<file path="src/rtl/scan_sequencer.sv">
`default_nettype none
// ============================================================================
// Module  : scan_sequencer
// Brief   : Steps the En / w[1:0] controls of a 2-to-4 decoder through enabled
//           mask slots with per-slot dwell and blanking.
// Revision: 1.0  initial release
// ============================================================================
module scan_sequencer #(
    parameter int DWELL = 1000,
    parameter int BLANK = 16,
    parameter int CNT_W = 16
) (
    input  logic       clk,
    input  logic       rst,
    input  logic       run,
    input  logic       step,
    input  logic [3:0] mask,
    output logic       En,
    output logic [1:0] w,
    output logic       frame_done
);

    typedef enum logic [1:0] {
        S_IDLE  = 2'd0,
        S_DWELL = 2'd1,
        S_BLANK = 2'd2
    } state_t;

    localparam logic [CNT_W-1:0] c_DWELL_LAST = CNT_W'(DWELL - 1);
    localparam logic [CNT_W-1:0] c_BLANK_LAST = CNT_W'(BLANK - 1);
    localparam logic [CNT_W-1:0] c_CNT_ONE    = CNT_W'(1);

    state_t           r_state;
    logic [CNT_W-1:0] r_cnt;
    logic             r_oneshot;

    logic [1:0] w_nxt;
    logic [1:0] w_first;
    logic       w_wrap;
    logic       w_adv_go;

    // Next set mask bit after i with mod-4 wrap; i itself is the last candidate.
    function automatic logic [1:0] nxt_slot(input logic [1:0] i, input logic [3:0] m);
        logic [1:0] r;
        logic [1:0] c;
        r = i;
        for (int k = 4; k >= 1; k--) begin
            c = i + 2'(k);
            if (m[c]) r = c;
        end
        return r;
    endfunction

    assign w_nxt    = nxt_slot(w, mask);
    assign w_first  = nxt_slot(2'd3, mask);
    assign w_wrap   = (w_nxt <= w);
    // Continue scanning only for a live, non-one-shot run with something to visit.
    assign w_adv_go = run && !r_oneshot && (mask != 4'd0);

    always_ff @(posedge clk) begin
        if (rst) begin
            r_state    <= S_IDLE;
            r_cnt      <= '0;
            r_oneshot  <= 1'b0;
            En         <= 1'b0;
            w          <= 2'b00;
            frame_done <= 1'b0;
        end else begin
            frame_done <= 1'b0;
            case (r_state)
                S_IDLE: begin
                    En    <= 1'b0;
                    r_cnt <= '0;
                    if (mask != 4'd0 && run) begin
                        r_state   <= S_DWELL;
                        En        <= 1'b1;
                        w         <= w_first;
                        r_oneshot <= 1'b0;
                    end else if (mask != 4'd0 && step) begin
                        r_state   <= S_DWELL;
                        En        <= 1'b1;
                        w         <= w_nxt;
                        r_oneshot <= 1'b1;
                    end
                end
                S_DWELL: begin
                    if (!run && !r_oneshot) begin
                        r_state <= S_IDLE;
                        En      <= 1'b0;
                        r_cnt   <= '0;
                    end else if (r_cnt == c_DWELL_LAST) begin
                        r_cnt <= '0;
                        if (BLANK == 0) begin
                            r_state    <= w_adv_go ? S_DWELL : S_IDLE;
                            En         <= w_adv_go;
                            r_oneshot  <= 1'b0;
                            frame_done <= w_adv_go && w_wrap;
                            if (w_adv_go) w <= w_nxt;
                        end else begin
                            r_state <= S_BLANK;
                            En      <= 1'b0;
                        end
                    end else begin
                        r_cnt <= r_cnt + c_CNT_ONE;
                    end
                end
                S_BLANK: begin
                    if (r_cnt == c_BLANK_LAST) begin
                        r_cnt      <= '0;
                        r_state    <= w_adv_go ? S_DWELL : S_IDLE;
                        En         <= w_adv_go;
                        r_oneshot  <= 1'b0;
                        frame_done <= w_adv_go && w_wrap;
                        if (w_adv_go) w <= w_nxt;
                    end else begin
                        r_cnt <= r_cnt + c_CNT_ONE;
                    end
                end
                default: begin
                    r_state <= S_IDLE;
                    En      <= 1'b0;
                    r_cnt   <= '0;
                end
            endcase
        end
    end

endmodule
`default_nettype wire

</file>
<file path="config.mk">
export PLATFORM = sky130hd
export DESIGN_NAME = scan_sequencer
export DESIGN_NICKNAME = d
export VERILOG_FILES = /design/src/rtl/scan_sequencer.sv
export SDC_FILE = /design/constraint.sdc
export NUM_CORES = 1
export LEC_CHECK = 0
export ABC_AREA = 1
export BUFFER_PORTS_ARGS = -buffer_cell sky130_fd_sc_hd__buf_2
export CAP_MARGIN = 40
export CORE_MARGIN = 2
export CORE_UTILIZATION = 61
export CTS_BUF_LIST = sky130_fd_sc_hd__clkbuf_8 sky130_fd_sc_hd__clkbuf_16
export DETAILED_ROUTE_END_ITERATION = 12
export PLACE_DENSITY = 0.84
export SYNTH_ARGS = -nofsm -noshare
export SYNTH_HDL_FRONTEND = slang
export SYNTH_SLANG_ARGS = --single-unit
</file>
<file path="constraint.sdc">
create_clock -name clk -period 2.73 [get_ports clk]
set_input_delay 0.1365 -clock clk [delete_from_list [all_inputs] [get_ports clk]]
set_output_delay 0.1365 -clock clk [all_outputs]
set_load 0.005 [all_outputs]
</file>
Yosys cells after proc, flatten, opt, wreduce, memory -nomap -nowiden
Cells that the tools add are included.
Word-level totals
  register bits after elaboration: 23
  bits of input ports: 8
  output and inout port bits: 4
  word-level logic and storage cells: 78
Operators by class
  add/sub/neg operators: 4
  order comparisons: 4
  eq/ne operators: 8
  muxes and demuxes: 38
  bitwise logic cells: 2
  reduce and logical (&&, ||, !) cells: 16
Operator list (number)
  $mux W16: 3
  $pmux W16 S2: 1
  $mux W2: 14
  $add A16 B1 Y16 const B: 1
  $eq A16 B10 Y1 const B: 1
  $eq A16 B4 Y1 const B: 1
  $mux W1: 13
  $lt A2 B3 Y1 const B: 3
  $bmux W1 S2: 3
  $logic_and A1 B1 Y1: 6
  $ne A3 B3 Y1 const B: 2
  $pmux W2 S3: 1
  $reduce_and A3 Y1: 2
  $add A2 B2 Y2 const B: 2
  $ne A2 B2 Y1 const B: 2
  $pmux W2 S2: 1
  $reduce_and A4 Y1: 1
  $reduce_bool A4 Y1: 1
  $pmux W1 S3: 1
  $reduce_or A3 Y1: 1
  $add A2 B1 Y2 const B: 1
  $eq A2 B1 Y1 const B: 1
  $eq A2 B2 Y1 const B: 1
  $le A2 B2 Y1: 1
  6 further kinds: 8

Logic depth before layout (Yosys ltp)
Gate-level depths: netlist of the first run.
  depth in word-level cells: 9
  depth in mapped cells: 15
  gate-level depth less buffers: 14

Least setup slack after synthesis of the first run
No wires, ideal clock.
  path type: flip-flop to flip-flop
  from: register w[0]
  to: register frame_done
  library setup time: 0.092 ns
  data arrival time: 1.692 ns
  required time: 2.638 ns
  path slack: 0.946 ns
  cell stages (with the launch flop): 15
  buffers on the path: 1
  clock period less this slack: 1.784 ns
  cell sequence: dfxtp_1 > buf_4 > inv_2 > nand2_1 > nand2_1 > nand2_1 > nand2_1 > nor2_1 > a21boi_0 > ha_1 > inv_1 > nor2_1 > o21ai_0 > nand3_1 > nor4_1
On the way
  longest elaborated chain between the ends: 8
  elaborated cells between the ends (all ways): 14
  those cells by class: add/sub (3); order compare (1); mux (9); reduce/logical (1)
RTL lines
  start: declaration: RTL line 19  | output logic [1:0] w,
  start signal: assignment: RTL line 77  | w <= w_first;
  start signal: assignment: RTL line 82  | w <= w_nxt;
  start signal: assignment: RTL line 98  | if (w_adv_go) w <= w_nxt;
  $add A2 B2 Y2: RTL line 48  | c = i + 2'(k);
  $bmux W1 S2: RTL line 49  | if (m[c]) r = c;
  $mux W1 (implied by the code): RTL line 49
  $mux W2 (3 in a row): RTL line 49
  $le A2 B2 Y1 *: RTL line 56  | assign w_wrap = (w_nxt <= w);
  $logic_and A1 B1 Y1 *: RTL line 113  | frame_done <= w_adv_go && w_wrap;
  end signal: assignment: RTL line 97  | frame_done <= w_adv_go && w_wrap;
  end signal: assignment: RTL line 113
  end: declaration: RTL line 20  | output logic frame_done
Mark *: on every way between the ends. The rest lies on a longest branch, timed or not. The select of a mux whose other input is x is not followed.
A chain may end at the register's enable or synchronous reset.

Worst setup path in the final report of the first run
Ends and elaborated chain as after synthesis.

==> out/results.ini, run 1 <==
[timing]
rsz0062_at_grt=false
relSlewSlack_pct=77.6
finalSetupViolations=0
hold_violations=0
timing.hold.ws_ns=0.0872
tightest_slew_ns=0.336
fin_crit_ns=2.01
fin_worst_skew_ns=0.00155
setup-tns-final_ns=0
clock.fmax_mhz=497
maxSlewViolCount=0
min_period_over_period_pct=73.7

[synth]
ys_async_sr_fraction_pct=0
synth_flop_cell=dfxtp_1
synth_nets=247
netlist_instances=232
ys_ff_latch=23
ys_types=31
ys_warn_count=0
synth-edff-count=0
seq_area_frac_synth_pct=30.3
syn_area_per_cell_um2=6.54
synth.cell_area_um2=1520

[detailed_routing]
wirelength_mm=2.86
via_count=1386
drtIter0Drc=25
firstDrtPassIters=4
wire_per_inst_um=10.4
vias_per_cell=5.04
drc=0
ant_nets=0

[die]
rows=18
core_area_um2=2410
die_h_um=53.9
die_area_um2=2900
initial_core_util_pct=63.0
pin_count=12
die_w_um=53.9

[clocking]
cts.path.max_buffers=2
ctsHtreeMaxLevel=1
clk_pin_slew_ns=0.08
numCtsBuffers=3
cts_tree=yes
clk_latency_ns=0.26
cts-root-buf=clkbuf_8
clock_sinks=23
cts_resized=0
post_cts_buffers=0
postCtsHoldBufs=0

[layout]
final_common_cell=nand2_1
final_cell_mix=64 x nand2_1, 46 x nor2_1, 23 x dfxtp_1
antenna_cells=0
layout.nets=261
layout-drive-gt1-share_pct=13.9
final_util_pct=68.0
synthToLayoutAreaGrowth_pct=7.91

[place]
numPortBuffers=11
hpwl_mm=2.17
routabilityCongestion=0.808

[critical_path]
worst_setup_path_start_kind=flop
worstSetupPathType=flop to flop
critPathCaptureType=flop
path_max_fanout=11
worstPathRequired_ns=2.90
arrival_ns=2.19

[flow_run]
maxCapViolations=0

[global_route]
antenna_found_initial=0
grt_max_degree=16
grt_pass1_vias=1180
grtUsageTotal_pct=22.0
grt_overflow=0
grt_pass1_wl_mm=4.72

[power]
leakagePower_nw=0.769
peakVddDrop_mv=0.709
powerDensity_nw_per_um2=787

[worst_hold_path]
hold_class=input port to flop

[outcome]
status=complete, no violations

[per-layer routing]
layer	share of wire, %	routed length (um)	global-route usage (%)	up-vias
li1	-	-	-	758
met5	0	0	0	-
met4	1.2	34	6.41	0
met2	45	1290	35.6	19
met3	2.5	71	3.33	4
met1	51	1460	30.3	605
[worst max-delay path, cell delays in order, from the launching register on]
cell and delay, ns:
dfxtp_1 0.53, inv_2 0.13, nand2_1 0.11, nand2_1 0.07, nand2_1 0.07, nand2_1 0.07
nor2_1 0.11, a21boi_0 0.10, ha_1 0.29, inv_1 0.05, nor2_1 0.03, o21ai_0 0.13
nand3_1 0.08, nor4_1 0.16
[per-stage QoR]
step | setup WS (ns) | std cells | power [mW] | instance area, um2
2_1_floorplan | 0.946 | 232 | 0.958 | 1520
3_3_place_gp | 0.812 | 271 | 1.07 | 1590
3_5_place_dp | 0.737 | 271 | 1.08 | 1590
4_1_cts | 0.715 | 275 | 1.29 | 1640
5_1_grt | 0.493 | 275 | 1.43 | 1640
6_report | 0.719 | 275 | 1.29 | 1640
[final timing paths]
path | slack, ns | startpoint | to | depth (start not counted)
worst min register to register | 0.47 | r_cnt[0] | r_cnt[0] | 1
worst min-delay path | 0.09 | rst | r_oneshot | 2
worst max register to register | 0.72 | w[0] | frame_done | 13
worst max-delay path | 0.72 | w[0] | frame_done | 13
[state kept, by name, indices dropped and copies added, names as in the netlist]
signal      flops
w               2
r_cnt          16
r_state         2
frame_done      1
En              1
r_oneshot       1
[layout make-up]
class                   instances  area (um2)
multi-input cells             182         943
fillers                       227         772
flip-flops and latches         23         460
inverters                      25        95.1
repair buffers                 11        55.1
clock buffers                   3        41.3
well taps                      30        37.5
clock inverters                 1        5.00
[cells in the mapped netlist (all sizes together), types with 2 or more instances]
cell | number | area [um2]
nor3b | 2 | 15.0
nand4 | 2 | 12.5
dfxtp | 23 | 460
inv | 24 | 90.1
xnor2 | 2 | 17.5
a21oi | 4 | 20.0
nor3 | 6 | 51.3
ha | 7 | 87.6
xor2 | 9 | 78.8
nand2 | 70 | 288
buf | 2 | 18.8
nand3 | 20 | 115
o21ai | 6 | 30.0
nor2 | 47 | 179
[power breakdown]
group | switching [mW] | internal (mW)
Combinational | 0.406 | 0.243
Clock | 0.110 | 0.102
Sequential | 0.0506 | 0.378
[cells by family after synthesis]
| group | Yosys count | synth area share [%] |
|---|---|---|
| xor gates and xnor gates | 11 | 6.35 |
| and+or+nand+nor | 150 | 44.8 |
| DFF | 23 | 30.3 |
| AOI/OAI and AO/OA | 14 | 5.19 |
| buffers and inverters | 27 | 7.50 |
| adders and majority gates | 7 | 5.77 |
No activity file was read; power rests on OpenSTA's default activity.
==> inputs of run 2 (changes only) <==
CORE_UTILIZATION = 59   (was 61)
PLACE_DENSITY = 0.82   (was 0.84)
clock period = 1.99 ns   (was 2.73 ns; I/O delays follow)
==> run 2 against run 1 <==
  * Clock-buffer cell count unchanged
  * Register-to-register slack got worse by 0.51 ns
  * Core utilization about the same
  * Wire length decreased by 1.3%
  * Non-clock buffer count increased by 1
  * First-iteration DRC count increased by 64%
  * Clock power increased by 43%
  * Critical path type unchanged
  * Highest routed layer unchanged
==> out/results.ini, run 2 (synthesis gave the netlist of run 1 again) <==
[outcome]
status=complete, no violations

[layout]
antenna_cells=0  ; unchanged
top_regs=r_cnt x16, r_state x2, w x2
layout.nets=262  ; +0.38%
largest_reg_flops=16  ; unchanged
fin_cells=276  ; +0.36%
largest-register=r_cnt
layout-drive-gt1-share_pct=16.3  ; +2.4 points
final_util_pct=68.0  ; about the same
final_cell_mix=64 x nand2_1, 44 x nor2_1, 21 x dfxtp_1
final_common_cell=nand2_1
final_cell_area_um2=1670  ; +1.9%
synthToLayoutAreaGrowth_pct=9.98
fillers=222  ; -2.2%

[clocking]
clk_pin_slew_ns=0.08  ; about the same
ctsHtreeMaxLevel=1  ; unchanged
postCtsHoldBufs=0  ; unchanged
clock_sinks=23  ; unchanged
cts.path.max_buffers=2  ; unchanged
cts_tree=yes
numCtsBuffers=3  ; unchanged
clk_latency_ns=0.27  ; about the same
cts-root-buf=clkbuf_8

[critical_path]
worstSetupPathType=flop to flop
r2r_cells=12  ; -1
path_max_fanout=7  ; -4
worstPathRequired_ns=2.17  ; -0.73 ns
path_cells=inv_2 > nand3_1 > nand2_1 > nor2_2 > nand3_1 > a21boi_1 > ha_1 > inv_1 > nor2_1 > o21ai_0 > nand3_1 > nor4_2
crit_slowest_cell=dfxtp_4
worst_setup_path_start_kind=flop
crit-reg2reg-launch=w[1]
crit_path_max_incr_delay_ns=0.39  ; -0.14 ns
regToRegEndpoint=frame_done
critPathMostFrequentCell=nand3_1
rrSetupSlack_ns=0.20  ; -0.51 ns
critPathCaptureType=flop
arrival_ns=1.97  ; -0.22 ns

[power]
powerDensity_nw_per_um2=1090  ; +38%
leakagePower_nw=0.773  ; +0.56%
peakVddDrop_mv=0.998  ; +41%

[detailed_routing]
wire_per_inst_um=10.2  ; -1.6%
drc=0  ; unchanged
via_count=1413  ; +1.9%
ant_nets=0  ; unchanged
vias_per_cell=5.12  ; +1.6%
firstDrtPassIters=4  ; unchanged
wirelength_mm=2.82  ; -1.3%
drtIter0Drc=41  ; +64%

[die]
die_area_um2=2990  ; +3.1%
rows=18  ; unchanged
die_h_um=54.7  ; +1.6%
die_w_um=54.7  ; +1.6%
pin_count=12  ; unchanged
initial_core_util_pct=61.8  ; -1.2 points
core_area_um2=2450  ; +1.9%

[timing]
min_period_over_period_pct=89.7  ; +16 points
relSlewSlack_pct=79.9  ; +2.3 points
setup_ws_ns=0.205  ; -0.514 ns
fin_crit_ns=1.79  ; -0.226 ns
fin_worst_skew_ns=0.00484  ; +0.00329 ns
maxSlewViolCount=0  ; unchanged
hold_violations=0  ; unchanged
setup-tns-final_ns=0  ; unchanged
clock.fmax_mhz=560  ; +13%
rsz0062_at_grt=false
tightest_slew_ns=0.300  ; -0.0352 ns
finalSetupViolations=0  ; unchanged

[place]
pre_cts_ws_ns=-0.0360  ; -0.773 ns
hpwl_mm=2.14  ; -1.2%
place_area_um2=1600  ; +0.47%
numPortBuffers=11  ; unchanged
place_inst=272  ; +0.37%
routabilityCongestion=0.817  ; +1.1%

[worst_hold_path]
holdPathEnd=frame_done
holdPathStages=2  ; unchanged
hold_class=input port to flop
hp-start=rst

[global_route]
grt_pass1_wl_mm=4.35  ; -7.8%
grt_overflow=0  ; unchanged
grt_pass1_vias=1063  ; -9.9%
grtUsageTotal_pct=19.9  ; -2.2 points
antenna_found_initial=0  ; unchanged
grt_max_degree=16  ; unchanged

[flow_run]
maxCapViolations=0  ; unchanged

-- run 2: cell types whose count changed in the layout (fill, tap and decap cells not counted), moves of 2 or more --
cell and change:
dfxtp_1 -2, dfxtp_4 +2, nor2_2 +2, nor2_1 -2
-- run 2: final cells by class --
type	instances	area, um2	share of cell area [%]
clock buffers	3	41.3	2.47
clock inverters	1	7.51	0.450
inverters	25	97.6	5.85
multi-input cells	182	955	57.2
flip-flops and latches	23	468	28.0
well taps	30	37.5	2.25
repair buffers	12	62.6	3.75
-- run 2: metal layers --
| layer | wire length (um) | track usage [%] |
|---|---|---|
| met3 | 111 | 3.28 |
| met4 | 32 | 5.00 |
| met1 | 1420 | 28.4 |
| met2 | 1260 | 30.8 |
| met5 | 0 | 0 |
-- run 2: worst max-delay path, delay by kind of cell (launching register included) --
kind                       cells  cell delay, ns
and+or+nand+nor                7            0.64
adders and majority gates      1            0.25
DFF                            1            0.39
buffers and inverters          2            0.13
AOI/OAI and AO/OA              2            0.29
-- run 2: per-stage QoR --
step,power [mW],hold slack [ns]
final,1.81,0.0620
after global placement,1.47,0.322
after floorplan,1.31,0.169
after global routing,2.01,0.0700
after CTS,1.80,0.0496
after detailed placement,1.48,0.318
-- run 2: worst max-delay path by stage --
stage,from,to,slack [ns],cells after the start
finish,w[1],frame_done,0.20,12
global route,w[1],frame_done,0.007,12
CTS,w[0],frame_done,0.02,12
detailed placement,w[0],frame_done,-0.04,12
global placement,w[0],frame_done,0.1,13
floorplan,w[0],frame_done,0.21,14
-- run 2: power by group --
part / internal, mW / total (mW) / switching, mW
Clock: 0.142 / 0.302 / 0.160
Sequential: 0.529 / 0.595 / 0.0661
Combinational: 0.348 / 0.917 / 0.569
-- run 2: what timing repair did --
action	CTS	global route
endpoints found under the setup margin	1	1
buffers inserted	0	0
gates resized for setup	2	7
hold endpoints to repair	0	0
==> inputs of run 3 (changes only) <==
--- a/config.mk
+++ b/config.mk
@@ -10,3 +10,3 @@
 export CAP_MARGIN = 40
-export CORE_MARGIN = 2
+export CORE_MARGIN = 4
 export CORE_UTILIZATION = 59
--- a/constraint.sdc
+++ b/constraint.sdc
@@ -3,2 +3,2 @@
 set_output_delay 0.0995 -clock clk [all_outputs]
-set_load 0.005 [all_outputs]
+set_load 0.01 [all_outputs]
==> run 3 against run 2 <==
  * Clock-buffer cell count unchanged
  * Sequential power shrank 1%
  * Power rose by 0.25%
  * Register-to-register slack better by 0.03 ns
  * Cell count unchanged
  * Global-route usage shrank 0.25 points
  * Sequential share of layout area up 0.10 points
  * Clock skew about the same
  * Non-clock buffer count unchanged
  * Fmax rose by 1.7%
  * Via count down 3.2%
  * Largest cell class unchanged
  * Highest routed layer unchanged
==> out/results.ini, run 3 (synthesis gave the netlist of run 1 again) <==
[critical_path]
critPathMostFrequentCell=nand2_1
path_max_fanout=9  ; +2
path_cells=inv_4 > nand2_1 > nand2_1 > nand2_1 > nand2_1 > inv_1 > nand2_1 > nand2_1 > nand2_1 > ha_1 > nand2_1 > o21ai_1 > nand3_1 > nor4_1
worstSetupPathType=flop to flop
crit_slowest_cell=dfxtp_4
arrival_ns=1.94  ; -0.03 ns
crit_path_max_incr_delay_ns=0.41  ; +0.02 ns
critPathCaptureType=flop
worstPathRequired_ns=2.18  ; about the same
worst_setup_path_start_kind=flop
r2r_cells=14  ; +2

[detailed_routing]
ant_nets=0  ; unchanged
via_count=1368  ; -3.2%
wire_per_inst_um=10.5  ; +2.5%
drtIter0Drc=55  ; +34%
drc=0  ; unchanged
vias_per_cell=4.96  ; -3.2%
firstDrtPassIters=4  ; unchanged
wirelength_mm=2.89  ; +2.5%

[timing]
fin_crit_ns=1.75  ; -0.0302 ns
hold_violations=0  ; unchanged
finalSetupViolations=0  ; unchanged
setup-tns-final_ns=0  ; unchanged
fin_worst_skew_ns=0.00504  ; +0.000193 ns
maxSlewViolCount=0  ; unchanged
rsz0062_at_grt=false
timing.hold.ws_ns=0.0349  ; -0.0271 ns
relSlewSlack_pct=80.3  ; +0.39 points
tightest_slew_ns=0.295  ; -0.00576 ns
min_period_over_period_pct=88.2  ; -1.5 points
setup_ws_ns=0.235  ; +0.0302 ns
clock.fmax_mhz=570  ; +1.7%

[die]
die_area_um2=3450  ; +15%
core_area_um2=2450  ; unchanged
rows=18  ; unchanged
initial_core_util_pct=61.8  ; unchanged
pin_count=12  ; unchanged
die_h_um=58.7  ; +7.3%
die_w_um=58.7  ; +7.3%

[layout]
largest-register=r_cnt
final_cell_area_um2=1650  ; -0.90%
layout-drive-gt1-share_pct=15.0  ; -1.2 points
largest_reg_flops=16  ; unchanged
final_common_cell=nand2_1
top_regs=r_cnt x16, r_state x2, w x2
layout.nets=262  ; unchanged
antenna_cells=0  ; unchanged
final_cell_mix=64 x nand2_1, 45 x nor2_1, 21 x dfxtp_1, 21 x inv_1, 17 x nand3_1
final_util_pct=67.4  ; -0.61 points
fin_cells=276  ; unchanged
synthToLayoutAreaGrowth_pct=8.99

[global_route]
grt_overflow=0  ; unchanged
antenna_found_initial=0  ; unchanged
grt_pass1_wl_mm=5.24  ; +20%
grt_pass1_vias=1273  ; +20%
grt_max_degree=16  ; unchanged
grtUsageTotal_pct=19.6  ; -0.25 points

[clocking]
cts-root-buf=clkbuf_8
ctsHtreeMaxLevel=1  ; unchanged
cts_tree=yes
clk_pin_slew_ns=0.08  ; about the same
clk_latency_ns=0.27  ; about the same
cts.path.max_buffers=2  ; unchanged
numCtsBuffers=3  ; unchanged
clock_sinks=23  ; unchanged

[outcome]
status=complete, no violations

[worst_hold_path]
hold_class=input port to flop
holdPathStages=2  ; unchanged

[place]
pre_cts_ws_ns=0.0235  ; +0.0595 ns
place_area_um2=1600  ; unchanged
routabilityCongestion=0.882  ; +7.9%
place_inst=272  ; unchanged
numPortBuffers=11  ; unchanged
hpwl_mm=2.24  ; +4.5%

[flow_run]
maxCapViolations=0  ; unchanged

[power]
p_total_mw=1.82  ; +0.25%
leakagePower_nw=0.778  ; +0.58%
powerDensity_nw_per_um2=1100  ; +1.2%
peakVddDrop_mv=1.15  ; +16%

==> run 3: cell count changes in the layout (fill, tap and decap cells not counted), sizes merged <==
cell	before	now
clkinvlp	1	0
inv	24	25
==> run 3: routing by layer <==
metal	up-vias	wire length (um)	part of all wire (%)	global-route usage, %
met5	-	0	0	0
met4	0	50	1.7	8.41
met3	5	66	2.3	3.51
met2	10	1280	44	30.8
met1	595	1500	52	26.3
li1	758	-	-	-
==> run 3: where the power goes <==
part           internal (mW)  leakage, nW  switching, mW  total (mW)
combinational          0.355        0.563          0.582       0.937
clock                  0.138       0.0269          0.156       0.294
sequential             0.525        0.188         0.0634       0.588
total                   1.02        0.778          0.802        1.82
==> run 3: worst paths after layout <==
kind,start,slack (ns),endpoint
max,w[0],0.24,frame_done
min,rst,0.03,r_oneshot
max reg2reg,w[0],0.24,frame_done
min reg2reg,r_cnt[0],0.46,r_cnt[0]
==> run 3: what timing repair did <==
action	in CTS	in global routing
endpoints found under the setup margin	1	1
hold buffers	0	0
gates resized for setup	1	6
buffers inserted	0	0
pin swaps	0	0
==> run 3: critical path: cells and delay by family (launching register included) <==
family                   cells  cell delay (ns)
adder cells (fa/ha/maj)      1             0.28
AND/OR/NAND/NOR             10             0.77
flip-flops                   1             0.41
buffers and inverters        2             0.14
AO/OA/AOI/OAI                1             0.07
==> run 3: layout make-up <==
type / count / area, um2
flip-flops and latches: 23 / 465
fillers: 241 / 801
multi-input cells: 182 / 946
repair buffers: 12 / 62.6
clock inverters: 1 / 3.75
clock buffers: 3 / 41.3
well taps: 30 / 37.5
inverters: 25 / 97.6
